<file path="src/rtl/host_device_bus.sv">
// Bus interconnect: fixed-priority arbitration among hosts, base/mask address decode to devices,
// and routing of the fixed one-cycle device response back to the granted host.
module host_device_bus #(
    parameter int unsigned NrDevices    = 1,
    parameter int unsigned NrHosts      = 1,
    parameter int unsigned DataWidth    = 32,
    parameter int unsigned AddressWidth = 32
) (
    input  logic                      clk_i,
    input  logic                      rst_ni,

    input  logic                      host_req_i           [NrHosts],
    output logic                      host_gnt_o           [NrHosts],
    input  logic [AddressWidth-1:0]   host_addr_i          [NrHosts],
    input  logic                      host_we_i            [NrHosts],
    input  logic [DataWidth/8-1:0]    host_be_i            [NrHosts],
    input  logic [DataWidth-1:0]      host_wdata_i         [NrHosts],
    output logic                      host_rvalid_o        [NrHosts],
    output logic [DataWidth-1:0]      host_rdata_o         [NrHosts],
    output logic                      host_err_o           [NrHosts],

    output logic                      device_req_o         [NrDevices],
    output logic [AddressWidth-1:0]   device_addr_o        [NrDevices],
    output logic                      device_we_o          [NrDevices],
    output logic [DataWidth/8-1:0]    device_be_o          [NrDevices],
    output logic [DataWidth-1:0]      device_wdata_o       [NrDevices],
    input  logic                      device_rvalid_i      [NrDevices],
    input  logic [DataWidth-1:0]      device_rdata_i       [NrDevices],
    input  logic                      device_err_i         [NrDevices],

    input  logic [AddressWidth-1:0]   cfg_device_addr_base [NrDevices],
    input  logic [AddressWidth-1:0]   cfg_device_addr_mask [NrDevices]
);

    localparam int unsigned HostSelW = (NrHosts > 1) ? $clog2(NrHosts) : 1;
    localparam int unsigned DevSelW  = (NrDevices > 1) ? $clog2(NrDevices) : 1;

    logic                    granted;
    logic [HostSelW-1:0]     host_sel_d, host_sel_q;
    logic                    hit;
    logic [DevSelW-1:0]      dev_sel_d, dev_sel_q;
    logic                    pending_q, err_q;

    logic [AddressWidth-1:0] win_addr;
    logic                    win_we;
    logic [DataWidth/8-1:0]  win_be;
    logic [DataWidth-1:0]    win_wdata;

    logic                    sel_rvalid;
    logic [DataWidth-1:0]    sel_rdata;
    logic                    sel_err;

    // Lowest-index requesting host wins; its fields are captured while scanning.
    always_comb begin
        granted    = 1'b0;
        host_sel_d = '0;
        win_addr   = '0;
        win_we     = 1'b0;
        win_be     = '0;
        win_wdata  = '0;
        for (int unsigned h = 0; h < NrHosts; h++) begin
            if (host_req_i[h] && !granted) begin
                granted    = 1'b1;
                host_sel_d = HostSelW'(h);
                win_addr   = host_addr_i[h];
                win_we     = host_we_i[h];
                win_be     = host_be_i[h];
                win_wdata  = host_wdata_i[h];
            end
        end
        for (int unsigned h = 0; h < NrHosts; h++) begin
            host_gnt_o[h] = granted && (host_sel_d == HostSelW'(h));
        end
    end

    // Lowest-index matching device wins when address windows overlap.
    always_comb begin
        hit       = 1'b0;
        dev_sel_d = '0;
        for (int unsigned d = 0; d < NrDevices; d++) begin
            if (!hit && ((win_addr & cfg_device_addr_mask[d]) == cfg_device_addr_base[d])) begin
                hit       = 1'b1;
                dev_sel_d = DevSelW'(d);
            end
        end
        for (int unsigned d = 0; d < NrDevices; d++) begin
            device_req_o[d]   = granted && hit && (dev_sel_d == DevSelW'(d));
            device_addr_o[d]  = win_addr;
            device_we_o[d]    = win_we;
            device_be_o[d]    = win_be;
            device_wdata_o[d] = win_wdata;
        end
    end

    always_ff @(posedge clk_i) begin
        if (!rst_ni) begin
            pending_q  <= 1'b0;
            host_sel_q <= '0;
            dev_sel_q  <= '0;
            err_q      <= 1'b0;
        end else begin
            pending_q <= granted;
            if (granted) begin
                host_sel_q <= host_sel_d;
                dev_sel_q  <= dev_sel_d;
                err_q      <= !hit;
            end
        end
    end

    always_comb begin
        sel_rvalid = 1'b0;
        sel_rdata  = '0;
        sel_err    = 1'b0;
        for (int unsigned d = 0; d < NrDevices; d++) begin
            if (dev_sel_q == DevSelW'(d)) begin
                sel_rvalid = device_rvalid_i[d];
                sel_rdata  = device_rdata_i[d];
                sel_err    = device_err_i[d];
            end
        end
        for (int unsigned h = 0; h < NrHosts; h++) begin
            host_rvalid_o[h] = 1'b0;
            host_rdata_o[h]  = '0;
            host_err_o[h]    = 1'b0;
            if (pending_q && (host_sel_q == HostSelW'(h))) begin
                if (err_q) begin
                    // Unmapped address: synthesize the error response locally.
                    host_rvalid_o[h] = 1'b1;
                    host_err_o[h]    = 1'b1;
                end else begin
                    host_rvalid_o[h] = sel_rvalid;
                    host_rdata_o[h]  = sel_rdata;
                    host_err_o[h]    = sel_err;
                end
            end
        end
    end

endmodule

</file>
<file path="config.mk">
export PLATFORM = sky130hd
export DESIGN_NAME = host_device_bus
export DESIGN_NICKNAME = d
export VERILOG_FILES = /design/src/rtl/host_device_bus.sv
export SDC_FILE = /design/constraint.sdc
export NUM_CORES = 1
export LEC_CHECK = 0
export ABC_AREA = 0
export CAP_MARGIN = 20
export CORE_AREA = 3 3 105 107
export CTS_CLUSTER_DIAMETER = 50
export DETAILED_ROUTE_END_ITERATION = 16
export DIE_AREA = 0 0 108 110
export HOLD_SLACK_MARGIN = 0.12
export SLEW_MARGIN = 20
export SYNTH_ARGS = -nofsm -noshare
export SYNTH_HDL_FRONTEND = slang
export SYNTH_SLANG_ARGS = --single-unit
</file>
<file path="constraint.sdc">
create_clock -name clk_i -period 3.9 [get_ports clk_i]
set_input_delay 1.17 -clock clk_i [delete_from_list [all_inputs] [get_ports clk_i]]
set_output_delay 1.17 -clock clk_i [all_outputs]
set_load 0.02 [all_outputs]
</file>
==> Yosys cells after proc, flatten, opt, wreduce, memory -nomap -nowiden <==
Index checks and enable logic that the tools add are counted.
{ "word_totals": {"register_bits": 2, "latchBits": 0, "ramBits": 0, "rom_bits": 0, "output_inout_bits": 105, "wordCells": 18, "n_memories": 0} }
{ "classes": {"n_addsub": 0, "mul": 0, "div_mod_pow": 0, "magnitude_cmp": 0, "n_eq_ne": 1, "n_shift": 0, "n_mux": 12, "bitwise": 1, "reduce_logical": 2} }
{ "ops": {"columns": ["cell", "count"], "rows": [
  ["$mux 32", 4],
  ["$and 32x32->32", 1],
  ["$eq 32x32->1", 1],
  ["$mux 1", 7],
  ["$mux 4", 1],
  ["$logic_and 1x1->1", 1],
  ["$logic_not 1->1", 1]
]} }

==> Depth between registers and ports, before layout <==
Gate-level depths: netlist of the first run.
{ "logic_depth": {"ltp_word": 5, "mapped_depth": 7} }

==> Worst setup path after synthesis of the first run <==
No wires, ideal clock.
{ "synth_timing": {"path_type": "input-to-output", "startpoint": "input port host_req_i", "endpoint": "output port device_req_o", "arrival_ns": 2.316, "slack_ns": 0.414, "cell_stages": 6, "path_buffers": 1, "path_cell_list": "buf_6 -> and2_1 -> nand2_1 -> xnor2_1 -> nor4_2 -> and3_1"} }
{ "synth_rtl": {"columns": ["element", "line", "text"], "rows": [
  ["from (decl)", "12", "input logic host_req_i [NrHosts],"],
  ["to (decl)", "22", "output logic device_req_o [NrDevices],"]
]} }

==> Worst setup path in the final report of the first run <==
{ "layout_timing": {"startpoint": "input port host_addr_i[14] in the netlist's numbering", "endpoint": "output port device_req_o"} }
{ "layout_via": {"elab_chain_cells": 5} }
{ "layout_rtl": {"columns": ["element", "line", "text"], "rows": [
  ["from (decl)", "14", "input logic [AddressWidth-1:0] host_addr_i [NrHosts],"],
  ["$mux 32", "62", "if (host_req_i[h] && !granted) begin"],
  ["$and 32x32->32", "81", "if (!hit && ((win_addr & cfg_device_addr_mask[d]) == cfg_device_addr_base[d])) begin"],
  ["$eq 32x32->1", "81", null],
  ["$mux 1", "81", null],
  ["$logic_and 1x1->1", "87", "device_req_o[d] = granted && hit && (dev_sel_d == DevSelW'(d));"]
]} }
Every way passes these cells.

==> results of run 1 <==
[cell families after synthesis]
logic type | share of synthesized area [%]
xor+xnor | 21.7
flops | 2.87
buf+inv | 6.64
compound gates | 1.88
simple gates | 66.9
[synthesized netlist by cell type, drive strengths merged (2+ instances only)]
cell and count:
xnor2 2, o21a 2, nor4 2, nand2 4
buf 5, nand3 29, dfxtp 2, xor2 30
nand4 7, clkbuf 10, and2 102
[flip-flops by register name (all words and copies together), names as in the netlist]
register and flops:
pending_q 1, err_q 1
[repair_timing]
item,4_1_cts,5_1_grt
pin swaps,26,19
cloned,1,0
setup buffers,1,0
setup endpoints to repair,23,1
hold buffers,0,0
resized for setup,44,20
[tightest hold or removal path, cell delays in order (launching register included)]
cell and delay [ns]:
dfxtp_1 0.32, o21ai_0 0.20, a31oi_1 0.05
[path summary, 6_finish.rpt]
check            endpoint            start  slack (ns)  cells past startpoint
max          device_req_o  host_addr_i[14]        0.08                      8
min                 err_q            err_q        0.63                      2
min reg2reg         err_q            err_q        0.63                      2
max reg2reg         err_q            err_q        3.19                      2
[area by class of cell]
type                       instances  area (µm²)  share of cell area [%]
clock buffer                       3        41.3                   0.915
multi-input combinational        183        1330                    29.4
sequential                         2        40.0                   0.887
tap                              136         170                    3.77
timing repair buffer             295        2930                    65.0
[power groups by stage]
| stage | clock network (mW) | registers, mW | logic (mW) |
|---|---|---|---|
| global route | 0.0851 | 0.0234 | 0.484 |
| finish | 0.0792 | 0.0231 | 0.454 |
| detailed placement | 0 | 0.0233 | 0.460 |
| floorplan | 0 | 0.0230 | 0.156 |
| CTS | 0.0806 | 0.0231 | 0.460 |
| global placement | 0 | 0.0232 | 0.458 |
[metal layers]
metal | vias up | part of all wire [%]
met1 | 1073 | 36
li1 | 1202 | -
met2 | 162 | 52
met5 | - | 0
met3 | 4 | 12
met4 | 0 | 0.94
==> flow_metrics.py, run 1 <==
metrics = {
    "power": {
        "pwr-share-seq_pct": 4.1,
        "total_power_uw": 556,
        "clockPowerShare_pct": 14.2,
        "peakVddDrop_uv": 63.7,
        "power_density_mw_per_mm2": 123,
        "p_leak_nw": 1.83,
        "p_comb_share_pct": 81.6,
        "power.switching_uw": 191,
        "internal_power_uw": 365,
        "swShare_pct": 34.4,
    },
    "run": {
        "maxCapViolations": 0,
    },
    "layout": {
        "final_common_cell": "clkdlybuf4s50_1",
        "fin_area_mm2": 0.00451,
        "antenna_cells": 0,
        "final_nets": 655,
        "final_core_util_pct": 44.1,
        "fillers": 1028,
        "area_growth_pct": 223,
        "final_cell_mix": "clkdlybuf4s50_1 (229), and2_1 (101), dlygate4sd2_1 (30)",
        "drive_above_1_share_pct": 9.94,
        "instances_no_fill": 619,
    },
    "routing": {
        "via_per_inst": 3.94,
        "drt_wl_total_mm": 9.86,
        "wl_per_cell_um": 15.9,
        "vias": 2441,
        "ant_nets": 0,
        "initialDrtViolationCount": 28,
        "drc_errors": 0,
        "dr.pass1.iters": 4,
    },
    "sta": {
        "finalHoldViolCount": 0,
        "finalSetupViolCount": 0,
        "min_period_ns": 3.82,
        "final.setup.worst_slack_ns": 0.0820,
        "timing.hold.ws_ns": 0.632,
        "fin_tns_setup_ns": 0,
        "max_freq_mhz": 262,
        "skew_ns": 0,
        "tightest_slew_ns": 0.428,
        "slew_headroom_pct": 71.4,
        "slew_viol_final": 0,
        "finalCritPeriodShare_pct": 97.9,
    },
    "placement": {
        "gp_congestion": 0.746,
        "placedCellCount": 614,
        "dp_hpwl_mm": 8.80,
        "io_buffers": 274,
        "place_ws_ns": -0.662,
        "placed_area_mm2": 0.00437,
    },
    "grt": {
        "grt-ovfl-total": 0,
        "grt_pass1_vias": 2591,
        "busiest_layer": "met2",
        "gr-usage-met2_pct": 29.3,
        "grt_start_max_net_pins": 30,
        "grt.total_usage_pct": 15.1,
        "grt_pass1_wl_mm": 13.6,
        "grtUsageMet1_pct": 15.5,
        "gr-usage-met3_pct": 5.47,
        "grt_antenna_before_repair": 0,
    },
    "status": {
        "status": "completed",
    },
    "setup_path": {
        "start_kind": "primary input",
        "cpMaxStageDelayCell": "clkdlybuf4s50_1",
        "crit_chain": "clkdlybuf4s50_1, and2_1, nand2_1, xnor2_1, nor4_2, buf_4, and3_4, buf_6",
        "crit_path_end_kind": "output port",
        "timing.critical_path.buf_inv": 3,
        "path_class": "primary input to output port",
        "cp.required_ns": 2.73,
        "cp.arrival_ns": 2.65,
        "critPathMaxStageDelay_ns": 0.44,
        "cp_max_fo": 2,
        "critPathTopFamily": "buffers and inverters",
    },
    "clock_tree": {
        "ctsRootBufferMaster": "clkbuf_8",
        "clk_pin_slew_ns": 0.03,
        "cts-buffers-inserted": 3,
        "cts.sinks": 2,
        "cts_tree": "built",
        "insertion_delay_ns": 0.20,
        "htreeDepth": 1,
        "clock_path_buffers": 2,
    },
    "yosys": {
        "ys_seq_elements": 2,
        "yosysWarnings": 0,
        "syn_inst": 200,
        "synth_edf_count": 0,
        "yosysSeqAreaShare_pct": 2.87,
        "synthesis.nets": 370,
        "synth_ff_type": "dfxtp_1",
        "synth_cell_types": 22,
        "synth.area.top_cells": "and2_1 (46%), xor2_1 (17%), nand3_1 (7.9%), nand3_2 (3.6%), xor2_2 (3.5%)",
        "syn_area_mm2": 0.00140,
        "yosys.area.top_type_share_pct": 45.7,
        "avgSynthCellArea_um2": 6.98,
        "ys_async_sr_fraction_pct": 0,
        "yosys.area.top_type": "and2_1",
    },
    "die": {
        "initial_core_util_pct": 13.6,
        "die_h_um": 110,
        "core_mm2": 0.0102,
        "dieWidth_um": 108,
        "die-area_mm2": 0.0119,
        "ios": 275,
        "rows": 37,
    },
    "hold_path": {
        "min_path_type": "flip-flop to flip-flop",
    },
}
(Power assumes the default switching activity.)
==> run 2, diff against run 1 <==
CTS_BUF_LIST = sky130_fd_sc_hd__clkbuf_4   (was unset)
==> flow_metrics.py, run 2 (synthesis results as in run 1) <==
metrics = {
    "status": {
        "status": "completed",
    },
    "grt": {
        "grt_pass1_wl_mm": 13.6,
        "grt_start_max_net_pins": 30,
        "grt.total_usage_pct": 15.1,
        "grt_antenna_before_repair": 1,
        "grt-ovfl-total": 0,
        "grt_pass1_vias": 2588,
    },
    "die": {
        "ios": 275,
        "rows": 37,
        "die_h_um": 110,
        "core_mm2": 0.0102,
        "die-area_mm2": 0.0119,
        "initial_core_util_pct": 13.6,
        "dieWidth_um": 108,
    },
    "sta": {
        "timing.hold.ws_ns": 0.629,
        "tightest_slew_ns": 0.428,
        "max_freq_mhz": 262,
        "finalCritPeriodShare_pct": 98.0,
        "skew_ns": 0,
        "slew_viol_final": 0,
        "slew_headroom_pct": 71.4,
        "finalSetupViolCount": 0,
        "finalHoldViolCount": 0,
        "final.setup.worst_slack_ns": 0.0789,
        "min_period_ns": 3.82,
    },
    "setup_path": {
        "cp_max_fo": 2,
        "cpMaxStageDelayCell": "clkdlybuf4s50_1",
        "r2r-start": "err_q",
        "worstRegToRegCells": 2,
        "crit_chain": "clkdlybuf4s50_1, and2_1, nand2_1, xnor2_1, nor4_2, buf_4, and3_4, buf_6",
        "r2r_slack_ns": 3.19,
        "reg2reg_to": "err_q",
        "start_kind": "primary input",
        "critPathMaxStageDelay_ns": 0.44,
        "critPathTopFamily": "buffers and inverters",
        "cp.required_ns": 2.73,
        "cp.arrival_ns": 2.65,
        "timing.critical_path.buf_inv": 3,
        "crit_path_end_kind": "output port",
        "path_class": "primary input to output port",
    },
    "routing": {
        "wl_per_cell_um": 15.9,
        "initialDrtViolationCount": 28,
        "ant_nets": 0,
        "via_per_inst": 3.95,
        "drc_errors": 0,
        "drt_wl_total_mm": 9.85,
        "dr.pass1.iters": 2,
        "vias": 2447,
    },
    "layout": {
        "drive_above_1_share_pct": 9.94,
        "final_cell_mix": "clkdlybuf4s50_1 (229), and2_1 (101), dlygate4sd2_1 (30)",
        "area_growth_pct": 222,
        "final_nets": 655,
        "final_common_cell": "clkdlybuf4s50_1",
        "largestRegisters": "err_q: 1 flops, pending_q: 1 flops",
        "fin_area_mm2": 0.00450,
        "final_core_util_pct": 43.9,
    },
    "power": {
        "peakVddDrop_uv": 43.4,
        "pwr-share-seq_pct": 4.4,
        "power.switching_uw": 187,
        "clockPowerShare_pct": 8.4,
        "p_leak_nw": 1.82,
        "internal_power_uw": 333,
        "power_density_mw_per_mm2": 116,
        "total_power_uw": 520,
        "p_comb_share_pct": 87.2,
        "swShare_pct": 35.9,
    },
    "hold_path": {
        "hold_end": "err_q",
        "whs_path_depth": 2,
        "min_path_type": "flip-flop to flip-flop",
        "worstHoldStart": "err_q",
    },
    "clock_tree": {
        "cts-buffers-inserted": 3,
        "cts.sinks": 2,
        "cts_tree": "built",
        "clk_pin_slew_ns": 0.03,
        "insertion_delay_ns": 0.22,
        "clock_path_buffers": 2,
        "htreeDepth": 1,
        "ctsRootBufferMaster": "clkbuf_4",
    },
    "placement": {
        "place_ws_ns": -0.662,
        "placed_area_mm2": 0.00437,
        "gp_congestion": 0.746,
        "io_buffers": 274,
        "dp_hpwl_mm": 8.80,
    },
    "run": {
        "maxCapViolations": 0,
    },
}
## run 2: cell types whose count changed in the layout (fill, tap and decap cells not counted), sizes merged
cell | previous run | this run
diode | 0 | 1
## run 2: layout make-up
class / count / area, µm²
antenna: 1 / 2.50
clock buffer: 3 / 22.5
timing repair buffer: 295 / 2930
fill: 1030 / 5740
multi-input combinational: 183 / 1330
sequential: 2 / 40.0
tap: 136 / 170
## run 2: what timing repair did
action,in CTS,in global routing
cloned,1,0
resized for setup,44,20
pin swaps,26,19
hold buffers,0,0
endpoints found under the setup margin,23,1
buffers inserted,1,0
## run 2: metrics by stage
stage	instances	setup TNS [ns]
floorplan	200	0
global placement	614	-0.623
detailed placement	614	-0.834
CTS	619	0
global route	620	-0.00804
finish	620	0
## run 2: how the worst max path moves through the flow
stage | from | cells past startpoint | slack, ns | endpoint
after floorplan | host_req_i | 6 | 0.41 | device_req_o
after global placement | host_addr_i[22] | 7 | -0.62 | device_req_o
after detailed placement | host_addr_i[22] | 7 | -0.66 | device_req_o
after CTS | host_addr_i[5] | 7 | 0.0008 | device_req_o
after global routing | cfg_device_addr_mask[29] | 7 | -0.008 | device_req_o
final | host_addr_i[14] | 8 | 0.08 | device_req_o
## run 2: tightest hold or removal path, cell delays in order, from the launching register on
cell and delay [ns]:
dfxtp_1 0.32, o21ai_0 0.20, a31oi_1 0.05
## run 2: metal layers
layer	wire length (µm)	up-vias	global-route usage (%)
met3	1140	4	5.47
met4	96	0	3.07
met1	3510	1079	15.5
met5	0	-	0
li1	-	1204	-
met2	5100	160	29.3
## run 2: power groups by stage
stage | Sequential (mW) | Clock (mW) | Combinational [mW]
after floorplan | 0.0230 | 0 | 0.156
after global placement | 0.0232 | 0 | 0.458
after detailed placement | 0.0233 | 0 | 0.460
after CTS | 0.0231 | 0.0459 | 0.460
after global routing | 0.0234 | 0.0484 | 0.485
final | 0.0230 | 0.0436 | 0.454
